===== config.mk =====
export PLATFORM = sky130hd
export DESIGN_NAME = vga_sync_gen
export DESIGN_NICKNAME = d
export VERILOG_FILES = /design/src/rtl/vga_timing_pkg.sv /design/src/rtl/vga_sync_gen_clk_en_div.sv /design/src/rtl/vga_sync_gen.sv
export SDC_FILE = /design/constraint.sdc
export NUM_CORES = 1
export LEC_CHECK = 0
export BUFFER_PORTS_ARGS = -buffer_cell sky130_fd_sc_hd__buf_2
export CAP_MARGIN = 20
export CORE_MARGIN = 3
export CORE_UTILIZATION = 55
export CTS_BUF_LIST = sky130_fd_sc_hd__clkbuf_8
export DETAILED_ROUTE_END_ITERATION = 10
export GPL_ROUTABILITY_DRIVEN = 0
export HOLD_SLACK_MARGIN = 0.08
export PLACE_DENSITY = 0.75
export SYNTH_ARGS = -nofsm -noshare
export SYNTH_HDL_FRONTEND = slang
export SYNTH_HIERARCHICAL = 1
export SYNTH_SLANG_ARGS = --single-unit

===== constraint.sdc =====
create_clock -name clk -period 4.4 [get_ports clk]
set_input_delay 0.66 -clock clk [delete_from_list [all_inputs] [get_ports clk]]
set_output_delay 0.66 -clock clk [all_outputs]
set_load 0.01 [all_outputs]

===== src/rtl/vga_timing_pkg.sv =====
// Shared VGA timing constants (640x480@60) and small helpers used by the
// sync generator and the downstream graphics stage.
package vga_timing_pkg;

  localparam int unsigned CNT_W = 10;

  localparam int unsigned H_DISPLAY = 640;
  localparam int unsigned H_FRONT   = 16;
  localparam int unsigned H_SYNC    = 96;
  localparam int unsigned H_BACK    = 48;
  localparam int unsigned H_TOTAL   = H_DISPLAY + H_FRONT + H_SYNC + H_BACK;

  localparam int unsigned V_DISPLAY = 480;
  localparam int unsigned V_FRONT   = 10;
  localparam int unsigned V_SYNC    = 2;
  localparam int unsigned V_BACK    = 33;
  localparam int unsigned V_TOTAL   = V_DISPLAY + V_FRONT + V_SYNC + V_BACK;

  typedef enum logic {
    SYNC_ACTIVE_LOW  = 1'b0,
    SYNC_ACTIVE_HIGH = 1'b1
  } sync_pol_t;

  localparam sync_pol_t SYNC_POL_DEF = SYNC_ACTIVE_LOW;

  // Counter width able to hold 0..n-1 (at least one bit).
  function automatic int unsigned cnt_width(input int unsigned n);
    return (n > 1) ? $clog2(n) : 1;
  endfunction

  function automatic logic in_range(input logic [CNT_W-1:0] v,
                                    input logic [CNT_W-1:0] lo,
                                    input logic [CNT_W-1:0] hi);
    return (v >= lo) && (v <= hi);
  endfunction

endpackage


===== src/rtl/vga_sync_gen_clk_en_div.sv =====
// Clock-enable divider: registered one-clk tick every DIV clocks.
module clk_en_div
  import vga_timing_pkg::*;
#(
  parameter int unsigned DIV = 2
) (
  input  logic clk,
  input  logic rst,
  output logic tick,
  output logic tick_next
);

  localparam int unsigned   CW   = cnt_width(DIV);
  localparam logic [CW-1:0] LAST = CW'(DIV - 1);

  logic [CW-1:0] div_cnt;

  // Exposed so the parent can register outputs that must line up with tick.
  assign tick_next = (div_cnt == LAST);

  always_ff @(posedge clk or posedge rst) begin
    if (rst) begin
      div_cnt <= '0;
      tick    <= 1'b0;
    end else begin
      div_cnt <= tick_next ? '0 : div_cnt + CW'(1);
      tick    <= tick_next;
    end
  end

endmodule


===== src/rtl/vga_sync_gen.sv =====
// VGA timing generator: pixel counters, sync pulses, video enable and a
// one-clock end-of-frame strobe, all registered and glitch-free.
module vga_sync_gen
  import vga_timing_pkg::*;
#(
  parameter int unsigned CLK_DIV   = 2,
  parameter int unsigned H_DISPLAY = vga_timing_pkg::H_DISPLAY,
  parameter int unsigned H_FRONT   = vga_timing_pkg::H_FRONT,
  parameter int unsigned H_SYNC    = vga_timing_pkg::H_SYNC,
  parameter int unsigned H_BACK    = vga_timing_pkg::H_BACK,
  parameter int unsigned V_DISPLAY = vga_timing_pkg::V_DISPLAY,
  parameter int unsigned V_FRONT   = vga_timing_pkg::V_FRONT,
  parameter int unsigned V_SYNC    = vga_timing_pkg::V_SYNC,
  parameter int unsigned V_BACK    = vga_timing_pkg::V_BACK,
  parameter logic        SYNC_POL  = vga_timing_pkg::SYNC_POL_DEF
) (
  input  logic       clk,
  input  logic       rst,
  output logic       pix_tick,
  output logic [9:0] x,
  output logic [9:0] y,
  output logic       hsync,
  output logic       vsync,
  output logic       video_on,
  output logic       frame_end
);

  localparam int unsigned H_TOT = H_DISPLAY + H_FRONT + H_SYNC + H_BACK;
  localparam int unsigned V_TOT = V_DISPLAY + V_FRONT + V_SYNC + V_BACK;

  localparam logic [CNT_W-1:0] X_LAST   = CNT_W'(H_TOT - 1);
  localparam logic [CNT_W-1:0] Y_LAST   = CNT_W'(V_TOT - 1);
  localparam logic [CNT_W-1:0] X_VIS    = CNT_W'(H_DISPLAY);
  localparam logic [CNT_W-1:0] Y_VIS    = CNT_W'(V_DISPLAY);
  localparam logic [CNT_W-1:0] X_FE     = CNT_W'(H_DISPLAY - 1);
  localparam logic [CNT_W-1:0] Y_FE     = CNT_W'(V_DISPLAY - 1);
  localparam logic [CNT_W-1:0] HS_FIRST = CNT_W'(H_DISPLAY + H_FRONT);
  localparam logic [CNT_W-1:0] HS_LAST  = CNT_W'(H_DISPLAY + H_FRONT + H_SYNC - 1);
  localparam logic [CNT_W-1:0] VS_FIRST = CNT_W'(V_DISPLAY + V_FRONT);
  localparam logic [CNT_W-1:0] VS_LAST  = CNT_W'(V_DISPLAY + V_FRONT + V_SYNC - 1);

  logic             tick_next;
  logic [CNT_W-1:0] x_next;
  logic [CNT_W-1:0] y_next;

  clk_en_div #(
    .DIV (CLK_DIV)
  ) u_div (
    .clk       (clk),
    .rst       (rst),
    .tick      (pix_tick),
    .tick_next (tick_next)
  );

  always_comb begin
    x_next = x;
    y_next = y;
    if (pix_tick) begin
      if (x == X_LAST) begin
        x_next = '0;
        y_next = (y == Y_LAST) ? '0 : y + CNT_W'(1);
      end else begin
        x_next = x + CNT_W'(1);
      end
    end
  end

  // Decoding the next-state counters keeps sync/video_on aligned with x/y,
  // and frame_end aligned with the cycle in which pix_tick is high.
  always_ff @(posedge clk or posedge rst) begin
    if (rst) begin
      x         <= '0;
      y         <= '0;
      hsync     <= ~SYNC_POL;
      vsync     <= ~SYNC_POL;
      video_on  <= 1'b1;
      frame_end <= 1'b0;
    end else begin
      x         <= x_next;
      y         <= y_next;
      hsync     <= in_range(x_next, HS_FIRST, HS_LAST) ? SYNC_POL : ~SYNC_POL;
      vsync     <= in_range(y_next, VS_FIRST, VS_LAST) ? SYNC_POL : ~SYNC_POL;
      video_on  <= (x_next < X_VIS) && (y_next < Y_VIS);
      frame_end <= tick_next && (x_next == X_FE) && (y_next == Y_FE);
    end
  end

endmodule


==> out/qor.log <==
[final_layout] nets 181
[floorplan] Die Ht 57.5 um
[drt] number of nets with antenna violations after routing 0
[worst_setup_path] data arrival time of the critical path 2.98 ns
[worst_setup_path] Crit Path Max Fanout 7
[clock_tree] Post-CTS Repair Setup Buffers 0
[synth] total of flip-flops plus latches after synthesis 26
[timing] Tightest Pin Transition 0.888 ns
[timing] Worst Slack Setup Final 1.61 ns
[timing] shortest period the worst path allows 2.79 ns
[synth] part of the Yosys area used for sequential elements 44.9%
[power_and_ir_drop] leakage power total 0.000825 uW
[synth] main area contributors after synthesis sky130_fd_sc_hd__dfrtp_1 (40%), sky130_fd_sc_hd__dfstp_2 (5.4%), sky130_fd_sc_hd__nand2_1 (4.1%), sky130_fd_sc_hd__nand3_1 (3.8%), sky130_fd_sc_hd__inv_1 (3.4%)
[drt] initial detailed-routing violation count 52
[clock_tree] root buf cell sky130_fd_sc_hd__clkbuf_8
[drt] drt drc 0
[clock_tree] Num CTS Buffers 3
[final_layout] area growth from synthesis to layout 12.5%
[clock_tree] Clk pin slew, worst setup/hold paths 0.09 ns
[timing] setup repair after global routing missed its margin no
[drt] number of vias after detailed routing 1,226
[worst_setup_path] CP Capture Type flop
[floorplan] floorplan row count 18
[synth] count of warnings emitted by yosys 6
[synth] area share of the largest cell type after synthesis 39.5%
[timing] hold violation total from the final report 0
[clock_tree] CTS sink cnt 26
[drt] highest routed layer met4
[clock_tree] CTS H-Tree Depth 1
[final_layout] n_diodes 0
[synth] distinct cell type count after synthesis 45
[timing] Setup Total Neg Slack 0 ns
[floorplan] top-level I/O count 27
[global_route] maximum number of pins on one net before global-route repair 25
[clock_tree] clock tree from TritonCTS done
[synth] post-synthesis cell count 151
[timing] Fin Clk Skew 0.00473 ns
[clock_tree] # hold bufs at CTS 0
[place] post-placement setup slack 1.63 ns
[timing] Final period util 63.5%
[synth] Post-synth EDFFs 0
[clock_tree] number of buffers on the longest clock path 2
[synth] Post-Synthesis Mean Instance Area 9.65 sq um
[final_layout] number of filler instances in the final layout 219
[drt] first-pass detailed-route iteration total 4
[run_status] status finished, final reports clean
[drt] total met3 wirelength after detailed routing 152 um
[timing] final number of setup-violating endpoints 0
[clock_tree] quantity of gates resized following cts 0
[synth] post-synthesis instance area 1460 sq um
[global_route] via count of the first global-routing pass 1,170
[floorplan] Die Wd 57.5 um
[timing] peak clock frequency supported by timing 358 MHz
[worst_hold_path] Tightest Hold Check Type in -> async
[global_route] wire length of the first global-routing pass 5.26 mm
[power_and_ir_drop] power per cell area 241 nW/um^2
[global_route] initial antenna violation count 0
[timing] max-slew violation count 0
[floorplan] core outline area 2500 sq um
[synth] Syn Nets 156
[global_route] global routing usage summed across all routing layers 20.1%
[run] number of violations of the max-capacitance limit 0
[place] Port Buf Inserts 26
[synth] fraction of synthesis flops using an asynchronous set or reset pin 100%
[timing] relative slew slack 40.7%
[drt] total detailed-routing wirelength 3.04 mm
[drt] detail-routed net length per standard cell 14.8 um
[clock_tree] clock latency on the worst-skew pair 0.27 ns
[global_route] global route total overflow 0
[floorplan] effective utilization at floorplan 58.3%
[drt] routed length on met2 1.42 mm
[worst_setup_path] data required time of the worst path 4.59 ns
[synth] cell taking the most area after synthesis sky130_fd_sc_hd__dfrtp_1
[place] dpl hpwl 2.29 mm
[synth] Post-synth top flop sky130_fd_sc_hd__dfrtp_1
[worst_setup_path] CP Launch Type flop
[worst_setup_path] Critical Setup Path Class reg -> reg
[final_layout] Finished Core Util 65.5%
[drt] length of routed wiring on met1 1.45 mm
[final_layout] layout cell share with drive strength beyond 1 23.4%
[drt] Via density 5.98
[power_and_ir_drop] IR Drop Worst-Case VDD 0.182 mV
[floorplan] Die Footprint 3300 sq um
state kept, by name, indices dropped and copies added (netlist names):
name / count
u_div/tick_next: 1
hsync: 1
x: 10
frame_end: 1
vsync: 1
video_on: 1
y: 10
u_div/tick: 1
cells by family after synthesis:
kind of cell	after synthesis	synth area share, %
and+or+nand+nor	70	29.8
DFF	26	44.9
AOI/OAI and AO/OA	21	9.02
buffers and inverters	19	6.19
xor gates and xnor gates	10	6.01
adders and majority gates	3	2.58
muxes	2	1.46
layout make-up:
type                            instances  area [sq um]  share of cell area [%]
Multi-Input combinational cell        106           712                    43.5
Tap cell                               30          37.5                    2.29
Clock buffer                            4          55.1                    3.36
Inverter                               13          48.8                    2.98
Sequential cell                        26           654                    40.0
Timing Repair Buffer                   26           130                    7.95
cell usage after synthesis (4+ instances only):
master and n:
sky130_fd_sc_hd__inv_1 13, sky130_fd_sc_hd__xnor2_1 5, sky130_fd_sc_hd__nand2_1 16, sky130_fd_sc_hd__nor4_1 4
sky130_fd_sc_hd__nor3_1 5, sky130_fd_sc_hd__nand3_1 11, sky130_fd_sc_hd__dfrtp_1 23, sky130_fd_sc_hd__nor2_1 5
sky130_fd_sc_hd__xor2_1 5, sky130_fd_sc_hd__nand4_1 7, sky130_fd_sc_hd__o21ai_0 7
stage by stage:
stage	cell area [sq um]	hold slack, ns	power [uW]	cells
6_report	1640	0.234	395	205
4_1_cts	1640	0.225	401	205
2_1_floorplan	1460	0.375	247	151
3_3_place_gp	1580	0.390	249	201
3_5_place_dp	1580	0.405	249	201
5_1_grt	1640	0.225	413	205
per-layer routing:
layer | vias up | GRT usage, %
met5 | - | 0
met2 | 35 | 31.5
met1 | 593 | 28.8
met3 | 4 | 2.94
li1 | 594 | -
met4 | 0 | 5.96
power by group:
group          total [uW]  internal [uW]  switching (uW)  leakage (uW)
Sequential            239            239               0      0.000339
Clock                 151           79.9            71.1     0.0000288
Combinational        4.95          0.432            4.52      0.000458
Total                 395            319            75.6      0.000825
worst max-delay path, cell delays in order (launching register included):
cell,delay [ns]
sky130_fd_sc_hd__dfrtp_1,0.44
sky130_fd_sc_hd__ha_1,0.22
sky130_fd_sc_hd__and2_1,0.32
sky130_fd_sc_hd__and4b_1,0.42
sky130_fd_sc_hd__nand4_2,0.14
sky130_fd_sc_hd__xor2_1,0.18
sky130_fd_sc_hd__or4b_4,0.52
sky130_fd_sc_hd__or4b_1,0.47
placed cells by master (no fill, tap or decap), types with 2 or more instances in the layout:
cell type	n
sky130_fd_sc_hd__buf_2	26
sky130_fd_sc_hd__dfrtp_1	23
sky130_fd_sc_hd__nand2_1	16
sky130_fd_sc_hd__inv_1	13
sky130_fd_sc_hd__nand3_1	11
sky130_fd_sc_hd__nand4_1	7
sky130_fd_sc_hd__o21ai_0	7
sky130_fd_sc_hd__nor3_1	5
sky130_fd_sc_hd__xnor2_1	5
sky130_fd_sc_hd__nor2_1	5
sky130_fd_sc_hd__xor2_1	5
sky130_fd_sc_hd__nor4_1	4
sky130_fd_sc_hd__clkbuf_8	4
sky130_fd_sc_hd__a21oi_1	3
sky130_fd_sc_hd__ha_1	3
sky130_fd_sc_hd__dfstp_2	3
sky130_fd_sc_hd__and3_1	2
sky130_fd_sc_hd__o31ai_1	2
sky130_fd_sc_hd__nor2b_1	2
sky130_fd_sc_hd__nor4b_1	2
sky130_fd_sc_hd__or3_1	2
sky130_fd_sc_hd__a31oi_1	2
sky130_fd_sc_hd__a211oi_1	2
final timing paths:
check / to / slack [ns] / from / cells past startpoint
min in group clk: u_div/tick$_DFF_PP0_ / 0.42 / u_div/tick_next$_DFF_PP0_ / 0
setup reg to reg: vsync$_DFF_PP1_ / 1.61 / x[0]$_DFF_PP0_ / 7
hold / removal: u_div/tick$_DFF_PP0_ / 0.23 / rst / 2
max in group asynchronous: x[7]$_DFF_PP0_ / 3.27 / rst / 2
setup / recovery: vsync$_DFF_PP1_ / 1.61 / x[0]$_DFF_PP0_ / 7
hold reg to reg: u_div/tick$_DFF_PP0_ / 0.42 / u_div/tick_next$_DFF_PP0_ / 0
No activity file was read; power rests on OpenSTA's default activity.
